--- src/rtl/maze_navigator_if.sv ---
// Sensing/command handshake between a wall-sensor front end and maze_navigator.
interface maze_navigator_if;
  logic       sense_valid;
  logic       left;
  logic       mid;
  logic       right;
  logic [2:0] move;
  logic       move_valid;

  modport master (output sense_valid, left, mid, right, input move, move_valid);
  modport slave  (input sense_valid, left, mid, right, output move, move_valid);
endinterface

--- src/rtl/maze_navigator.sv ---
// Wall-following maze navigator: one move per accepted wall sample, STOP at the exit.
// Optional macro VISIT_TRACK_EN adds per-cell visit counters and least-visited selection.
module maze_navigator #(
  parameter int ROWS       = 9,
  parameter int COLS       = 9,
  parameter int START_X    = 4,
  parameter int START_Y    = 8,
  parameter int START_HEAD = 0,
  parameter int EXIT_X     = 4,
  parameter int EXIT_Y     = 0,
  parameter int HAND       = 0,
  parameter int DE_W       = 8,
  localparam int XW        = (COLS > 1) ? $clog2(COLS) : 1,
  localparam int YW        = (ROWS > 1) ? $clog2(ROWS) : 1
) (
  input  logic                clk,
  input  logic                rst,
  maze_navigator_if.slave     nav,
  output logic [XW-1:0]       pos_x,
  output logic [YW-1:0]       pos_y,
  output logic [1:0]          heading,
  output logic                done,
  output logic [DE_W-1:0]     deadend_count
);

  localparam logic [2:0] MV_STOP  = 3'b000;
  localparam logic [2:0] MV_FWD   = 3'b001;
  localparam logic [2:0] MV_LEFT  = 3'b010;
  localparam logic [2:0] MV_RIGHT = 3'b011;
  localparam logic [2:0] MV_UTURN = 3'b100;

  if (START_X < 0 || START_X >= COLS || START_Y < 0 || START_Y >= ROWS ||
      EXIT_X < 0 || EXIT_X >= COLS || EXIT_Y < 0 || EXIT_Y >= ROWS ||
      START_HEAD < 0 || START_HEAD > 3) begin : g_bad_params
    $error("maze_navigator: START/EXIT outside grid or START_HEAD > 3");
  end

  typedef enum logic {S_RUN, S_DONE} state_t;
  state_t state;

  logic [2:0] move_p1;
  logic       vld_p1;

  function automatic logic [DE_W-1:0] sat_inc_de(input logic [DE_W-1:0] v);
    return (&v) ? v : v + 1'b1;
  endfunction

  function automatic logic [1:0] sat_inc2(input logic [1:0] v);
    return (&v) ? v : v + 2'd1;
  endfunction

  // Grid boundary seen as a wall in absolute direction d (0 N, 1 E, 2 S, 3 W).
  function automatic logic edge_wall(input logic [XW-1:0] x, input logic [YW-1:0] y,
                                     input logic [1:0] d);
    case (d)
      2'd0:    return y == '0;
      2'd1:    return x == XW'(COLS - 1);
      2'd2:    return y == YW'(ROWS - 1);
      default: return x == '0;
    endcase
  endfunction

  function automatic logic [XW-1:0] nbr_x(input logic [XW-1:0] x, input logic [1:0] d);
    case (d)
      2'd1:    return x + XW'(1);
      2'd3:    return x - XW'(1);
      default: return x;
    endcase
  endfunction

  function automatic logic [YW-1:0] nbr_y(input logic [YW-1:0] y, input logic [1:0] d);
    case (d)
      2'd0:    return y - YW'(1);
      2'd2:    return y + YW'(1);
      default: return y;
    endcase
  endfunction

`ifdef VISIT_TRACK_EN
  localparam int NCELL = ROWS * COLS;
  localparam int IW    = (NCELL > 1) ? $clog2(NCELL) : 1;

  logic [1:0]    visits [NCELL];
  logic [1:0]    nbr_cnt [3];
  logic [1:0]    best_cnt;
  logic [IW-1:0] ent_idx;

  // Out-of-grid neighbours are masked as walls, so their count is never used.
  function automatic logic [1:0] cnt_at(input logic [XW-1:0] x, input logic [YW-1:0] y);
    if (int'(x) < COLS && int'(y) < ROWS)
      return visits[IW'(int'(y) * COLS + int'(x))];
    return 2'd0;
  endfunction
`endif

  logic [1:0]    dir_rel [3];
  logic [2:0]    wall_s;
  logic [2:0]    open_rel;
  logic          sel_found;
  logic [1:0]    sel_k;
  logic [1:0]    kk;
  logic [2:0]    cmd;
  logic [1:0]    nh;
  logic          dead;
  logic          adv;
  logic [XW-1:0] nx;
  logic [YW-1:0] ny;
  logic          at_exit;

  // Relative index 0 = left, 1 = mid, 2 = right; scan order follows the hand rule.
  always_comb begin
    wall_s    = {nav.right, nav.mid, nav.left};
    dir_rel[0] = heading - 2'd1;
    dir_rel[1] = heading;
    dir_rel[2] = heading + 2'd1;
    open_rel  = '0;
    sel_found = 1'b0;
    sel_k     = 2'd0;
    kk        = 2'd0;
`ifdef VISIT_TRACK_EN
    best_cnt  = 2'd3;
`endif
    for (int k = 0; k < 3; k++) begin
      open_rel[k] = ~(wall_s[k] | edge_wall(pos_x, pos_y, dir_rel[k]));
`ifdef VISIT_TRACK_EN
      nbr_cnt[k] = cnt_at(nbr_x(pos_x, dir_rel[k]), nbr_y(pos_y, dir_rel[k]));
`endif
    end
    for (int i = 0; i < 3; i++) begin
      kk = (HAND == 0) ? 2'(i) : 2'(2 - i);
      if (open_rel[kk]) begin
`ifdef VISIT_TRACK_EN
        if (!sel_found || nbr_cnt[kk] < best_cnt) begin
          sel_found = 1'b1;
          sel_k     = kk;
          best_cnt  = nbr_cnt[kk];
        end
`else
        if (!sel_found) begin
          sel_found = 1'b1;
          sel_k     = kk;
        end
`endif
      end
    end
  end

  // A U-turn whose back cell lies outside the grid rotates in place.
  always_comb begin
    dead = 1'b0;
    cmd  = MV_FWD;
    nh   = heading;
    if (sel_found) begin
      case (sel_k)
        2'd0:    begin cmd = MV_LEFT;  nh = dir_rel[0]; end
        2'd2:    begin cmd = MV_RIGHT; nh = dir_rel[2]; end
        default: begin cmd = MV_FWD;   nh = heading;    end
      endcase
    end else begin
      cmd  = MV_UTURN;
      nh   = heading + 2'd2;
      dead = 1'b1;
    end
    adv     = ~edge_wall(pos_x, pos_y, nh);
    nx      = adv ? nbr_x(pos_x, nh) : pos_x;
    ny      = adv ? nbr_y(pos_y, nh) : pos_y;
    at_exit = (pos_x == XW'(EXIT_X)) && (pos_y == YW'(EXIT_Y));
`ifdef VISIT_TRACK_EN
    ent_idx = IW'(int'(ny) * COLS + int'(nx));
`endif
  end

  // p0: sample accepted; p1: registered command, pose and status.
  always_ff @(posedge clk) begin
    if (rst) begin
      state         <= S_RUN;
      move_p1       <= MV_STOP;
      vld_p1        <= 1'b0;
      pos_x         <= XW'(START_X);
      pos_y         <= YW'(START_Y);
      heading       <= 2'(START_HEAD);
      done          <= 1'b0;
      deadend_count <= '0;
`ifdef VISIT_TRACK_EN
      for (int c = 0; c < NCELL; c++) visits[c] <= 2'd0;
`endif
    end else begin
      vld_p1 <= 1'b0;
      case (state)
        S_RUN: begin
          if (nav.sense_valid) begin
            vld_p1 <= 1'b1;
            if (at_exit) begin
              move_p1 <= MV_STOP;
              done    <= 1'b1;
              state   <= S_DONE;
            end else begin
              move_p1 <= cmd;
              heading <= nh;
              pos_x   <= nx;
              pos_y   <= ny;
              if (dead) deadend_count <= sat_inc_de(deadend_count);
`ifdef VISIT_TRACK_EN
              if (adv) visits[ent_idx] <= sat_inc2(visits[ent_idx]);
`endif
            end
          end
        end
        default: move_p1 <= MV_STOP;
      endcase
    end
  end

  assign nav.move       = move_p1;
  assign nav.move_valid = vld_p1;

endmodule
--- src/flat_wrapper.sv ---
// flat-port wrapper written by rule: the top's interface ports become plain ports
module maze_navigator_flat 
#(
  parameter int ROWS       = 9,
  parameter int COLS       = 9,
  parameter int START_X    = 4,
  parameter int START_Y    = 8,
  parameter int START_HEAD = 0,
  parameter int EXIT_X     = 4,
  parameter int EXIT_Y     = 0,
  parameter int HAND       = 0,
  parameter int DE_W       = 8,
  localparam int XW        = (COLS > 1) ? $clog2(COLS) : 1,
  localparam int YW        = (ROWS > 1) ? $clog2(ROWS) : 1
)
  (clk, rst, pos_x, pos_y, heading, done, deadend_count, nav_sense_valid, nav_left, nav_mid, nav_right, nav_move, nav_move_valid);
  maze_navigator_if nav_i ();
  input  logic clk;
  input  logic rst;
  output logic [XW-1:0] pos_x;
  output logic [YW-1:0] pos_y;
  output logic [1:0] heading;
  output logic done;
  output logic [DE_W-1:0] deadend_count;
  input wire logic [$bits(nav_i.sense_valid)-1:0] nav_sense_valid;
  input wire logic [$bits(nav_i.left)-1:0] nav_left;
  input wire logic [$bits(nav_i.mid)-1:0] nav_mid;
  input wire logic [$bits(nav_i.right)-1:0] nav_right;
  output wire logic [$bits(nav_i.move)-1:0] nav_move;
  output wire logic [$bits(nav_i.move_valid)-1:0] nav_move_valid;
  assign nav_i.sense_valid = nav_sense_valid;
  assign nav_i.left = nav_left;
  assign nav_i.mid = nav_mid;
  assign nav_i.right = nav_right;
  assign nav_move = nav_i.move;
  assign nav_move_valid = nav_i.move_valid;
  maze_navigator #(.ROWS(ROWS), .COLS(COLS), .START_X(START_X), .START_Y(START_Y), .START_HEAD(START_HEAD), .EXIT_X(EXIT_X), .EXIT_Y(EXIT_Y), .HAND(HAND), .DE_W(DE_W)) u_core (.clk(clk), .rst(rst), .nav(nav_i), .pos_x(pos_x), .pos_y(pos_y), .heading(heading), .done(done), .deadend_count(deadend_count));
endmodule
--- config.mk ---
export PLATFORM = sky130hd
export DESIGN_NAME = maze_navigator_flat
export DESIGN_NICKNAME = d
export VERILOG_FILES = /design/src/rtl/maze_navigator_if.sv /design/src/rtl/maze_navigator.sv /design/src/flat_wrapper.sv
export SDC_FILE = /design/constraint.sdc
export NUM_CORES = 1
export LEC_CHECK = 0
export CORE_UTILIZATION = 30
export CTS_CLUSTER_DIAMETER = 40
export DETAILED_ROUTE_END_ITERATION = 8
export PLACE_DENSITY = 0.47
export SYNTH_ARGS = -nofsm -noshare
export SYNTH_HDL_FRONTEND = slang
export SYNTH_SLANG_ARGS = --single-unit
--- constraint.sdc ---
create_clock -name clk -period 3.6 [get_ports clk]
set_clock_uncertainty 0.2 [all_clocks]
set_input_delay 0.72 -clock clk [delete_from_list [all_inputs] [get_ports clk]]
set_output_delay 0.72 -clock clk [all_outputs]
set_load 0.02 [all_outputs]
==> impl_metrics.yaml <==
power_and_ir_drop:
  ir_drop_uv: 381
  p_per_area_nw_per_um2: 847
  total_power_mw: 2.17
  cellLeakagePower_nw: 1.00
drt:
  vias: 1697
  via_per_inst: 4.96
  first_iter_violations: 55
  post-route-drc-count: 0
  dr.pass1.iters: 4
  post_drt_wl_per_cell_microns: 13.7
  ant_nets: 0
  wirelength_microns: 4680
worst_setup_path:
  crit_required_ns: 3.61
  crit_path_end_kind: "flip-flop"
  cp-start-kind: "flip-flop"
  cp_cell_sequence: "clkinvlp_4, ha_4, nand3b_1, a2111oi_4, o32ai_2, mux2_4, nor3_4, a21oi_2, ha_1, a21o_2, a21o_1, a211o_1, a211oi_2, mux2i_1"
  slowest_delay_ns: 0.44
  path_buf_inv: 1
  cp_top_family: "compound AO/OA/AOI/OAI gates"
  worstSetupPathType: "flip-flop to flip-flop"
  crit_arrival_ns: 3.56
  crit_fanout: 3
  reg2reg_slack_ns: 0.05
  critPathSlowestCell: "a2111oi_4"
cells_and_area:
  fillers: 608
  final_nets: 289
  n_antenna_cell: 0
  layout_commonest_cell: "buf_4"
  syn2layout_area_growth_pct: 39.2
  final_cell_mix: "36 x buf_4, 28 x clkdlybuf4s50_1, 23 x nor2_1"
  layout-drive-gt1-share: 0.262
synth:
  synthCells: 205
  yosysSeqAreaShare: 0.262
  synth-edff-count: 0
  ys_types: 59
  synth_nets: 226
  async_flop_share: 0
  synth-seq-cells: 24
  netlist_area_sq_um: 1840
  synth_flop_cell: "dfxtp_1"
  yosys_warnings: 0
  syn_area_per_cell_sq_um: 8.96
cts:
  clock_latency_ns: 0.27
  cts.sinks: 24
  cts_tree: "done"
  cts_made_buffers: 3
  clkTransAtPathRegs_ns: 0.09
  clk_path_buf_depth: 2
  cts-root-buf: "clkbuf_8"
  htree_num_levels: 1
placed_design:
  gp_congestion: 0.757
  dpl.hpwl_microns: 3700
  port-buffer-count: 28
global_route:
  grt_pass1_wl_microns: 7720
  overflow: 0
  antenna_found_initial: 0
  grtUsageMet2: 0.264
  grt_max_degree: 21
  gr-max-usage-layer: "met2"
  grt_use_met1: 0.200
  grt.total_usage: 0.157
  gr-usage-met3: 0.0273
  grt_pass1_vias: 1624
die:
  die_h_microns: 80.2
  io_pins: 29
  die_x_microns: 80.2
  start_util: 0.310
  die_area_sq_um: 6440
  core_area_sq_um: 5920
  num_rows: 28
timing:
  finalSetupViolations: 0
  tightestPinTransition_ns: 0.492
  finalCriticalPeriod_ns: 3.55
  min_period_over_period: 0.985
  tns_ns: 0
  max_freq_mhz: 282
  maxSlewHeadroom: 0.669
  rsz0062_at_grt: "true"
  slew_viol_final: 0
  finalHoldViolCount: 0
worst_hold_path:
  min_path_type: "flip-flop to flip-flop"
status:
  status: "complete, no violations"
job:
  max_cap_viol_count: 0
==> synthesized netlist by cell type (3+ instances only) <==
| master | n | share of area |
|---|---|---|
| dfxtp_1 | 24 | 0.26 |
| nor2_1 | 23 | 0.047 |
| a21oi_1 | 14 | 0.038 |
| ha_1 | 13 | 0.089 |
| inv_1 | 11 | 0.022 |
| o21ai_0 | 11 | 0.030 |
| xnor2_1 | 9 | 0.043 |
| nand2_1 | 7 | 0.014 |
| nand3_1 | 7 | 0.019 |
| nor3_1 | 7 | 0.019 |
| nor2b_1 | 6 | 0.020 |
| mux2i_1 | 5 | 0.027 |
| or3_1 | 4 | 0.014 |
| buf_6 | 3 | 0.018 |
| o31ai_4 | 3 | 0.035 |
==> report_power, final <==
group / switching, mW / internal, mW
clock: 0.0883 / 0.0978
combinational: 0.812 / 0.748
sequential: 0.0906 / 0.330
==> cell type report <==
class,count,area [sq um],area share
clock buffer,4,55.1,0.0215
inverter,11,45.0,0.0176
sequential,24,485,0.190
multi-input combinational,163,1310,0.511
tap,75,93.8,0.0367
timing repair buffer,65,571,0.223
==> path summary, 6_finish.rpt <==
| kind | startpoint | endpoint | cells after the start |
|---|---|---|---|
| worst max-delay path | u_core.heading[0] | u_core.pos_y[3] | 14 |
| worst min-delay path | u_core.state | u_core.nav.move[2] | 1 |
| worst max register to register | u_core.heading[0] | u_core.pos_y[3] | 14 |
| worst min register to register | u_core.state | u_core.nav.move[2] | 1 |
==> cells by family after synthesis <==
group | Yosys count | synth area share
adders and majority gates | 15 | 0.110
DFF | 24 | 0.262
xor gates and xnor gates | 11 | 0.0525
muxes | 7 | 0.0436
buffers and inverters | 18 | 0.0545
AOI/OAI and AO/OA | 56 | 0.247
and+or+nand+nor | 74 | 0.230
==> metrics by stage <==
stage	setup WS, ns	instance area (sq um)	util	hold slack [ns]	cells
floorplan	-0.0323	1880	-	0.262	205
global placement	-0.102	2450	0.415	0.305	337
detailed placement	-0.133	2450	0.415	0.301	337
CTS	0.0169	2510	0.424	0.318	341
global route	-0.157	2560	0.432	0.339	342
finish	0.0523	2560	0.432	0.309	342
==> state kept, by name, summed over array words and instances, names as in the netlist <==
signal / count
u_core.deadend_count: 8
u_core.done: 1
u_core.heading: 2
u_core.nav.move: 3
u_core.nav.move_valid: 1
u_core.pos_x: 4
u_core.pos_y: 4
u_core.state: 1
==> metal layers <==
layer | vias up | routed length, microns
met1 | 777 | 2180
met4 | 0 | 96
met2 | 36 | 2200
li1 | 876 | -
met3 | 8 | 209
met5 | - | 0
==> repair_timing <==
item,CTS,global route
hold buffers,0,0
resized for setup,0,7
setup endpoints to repair,0,2
setup buffers,0,1
Power figures use the tool's default switching activity.
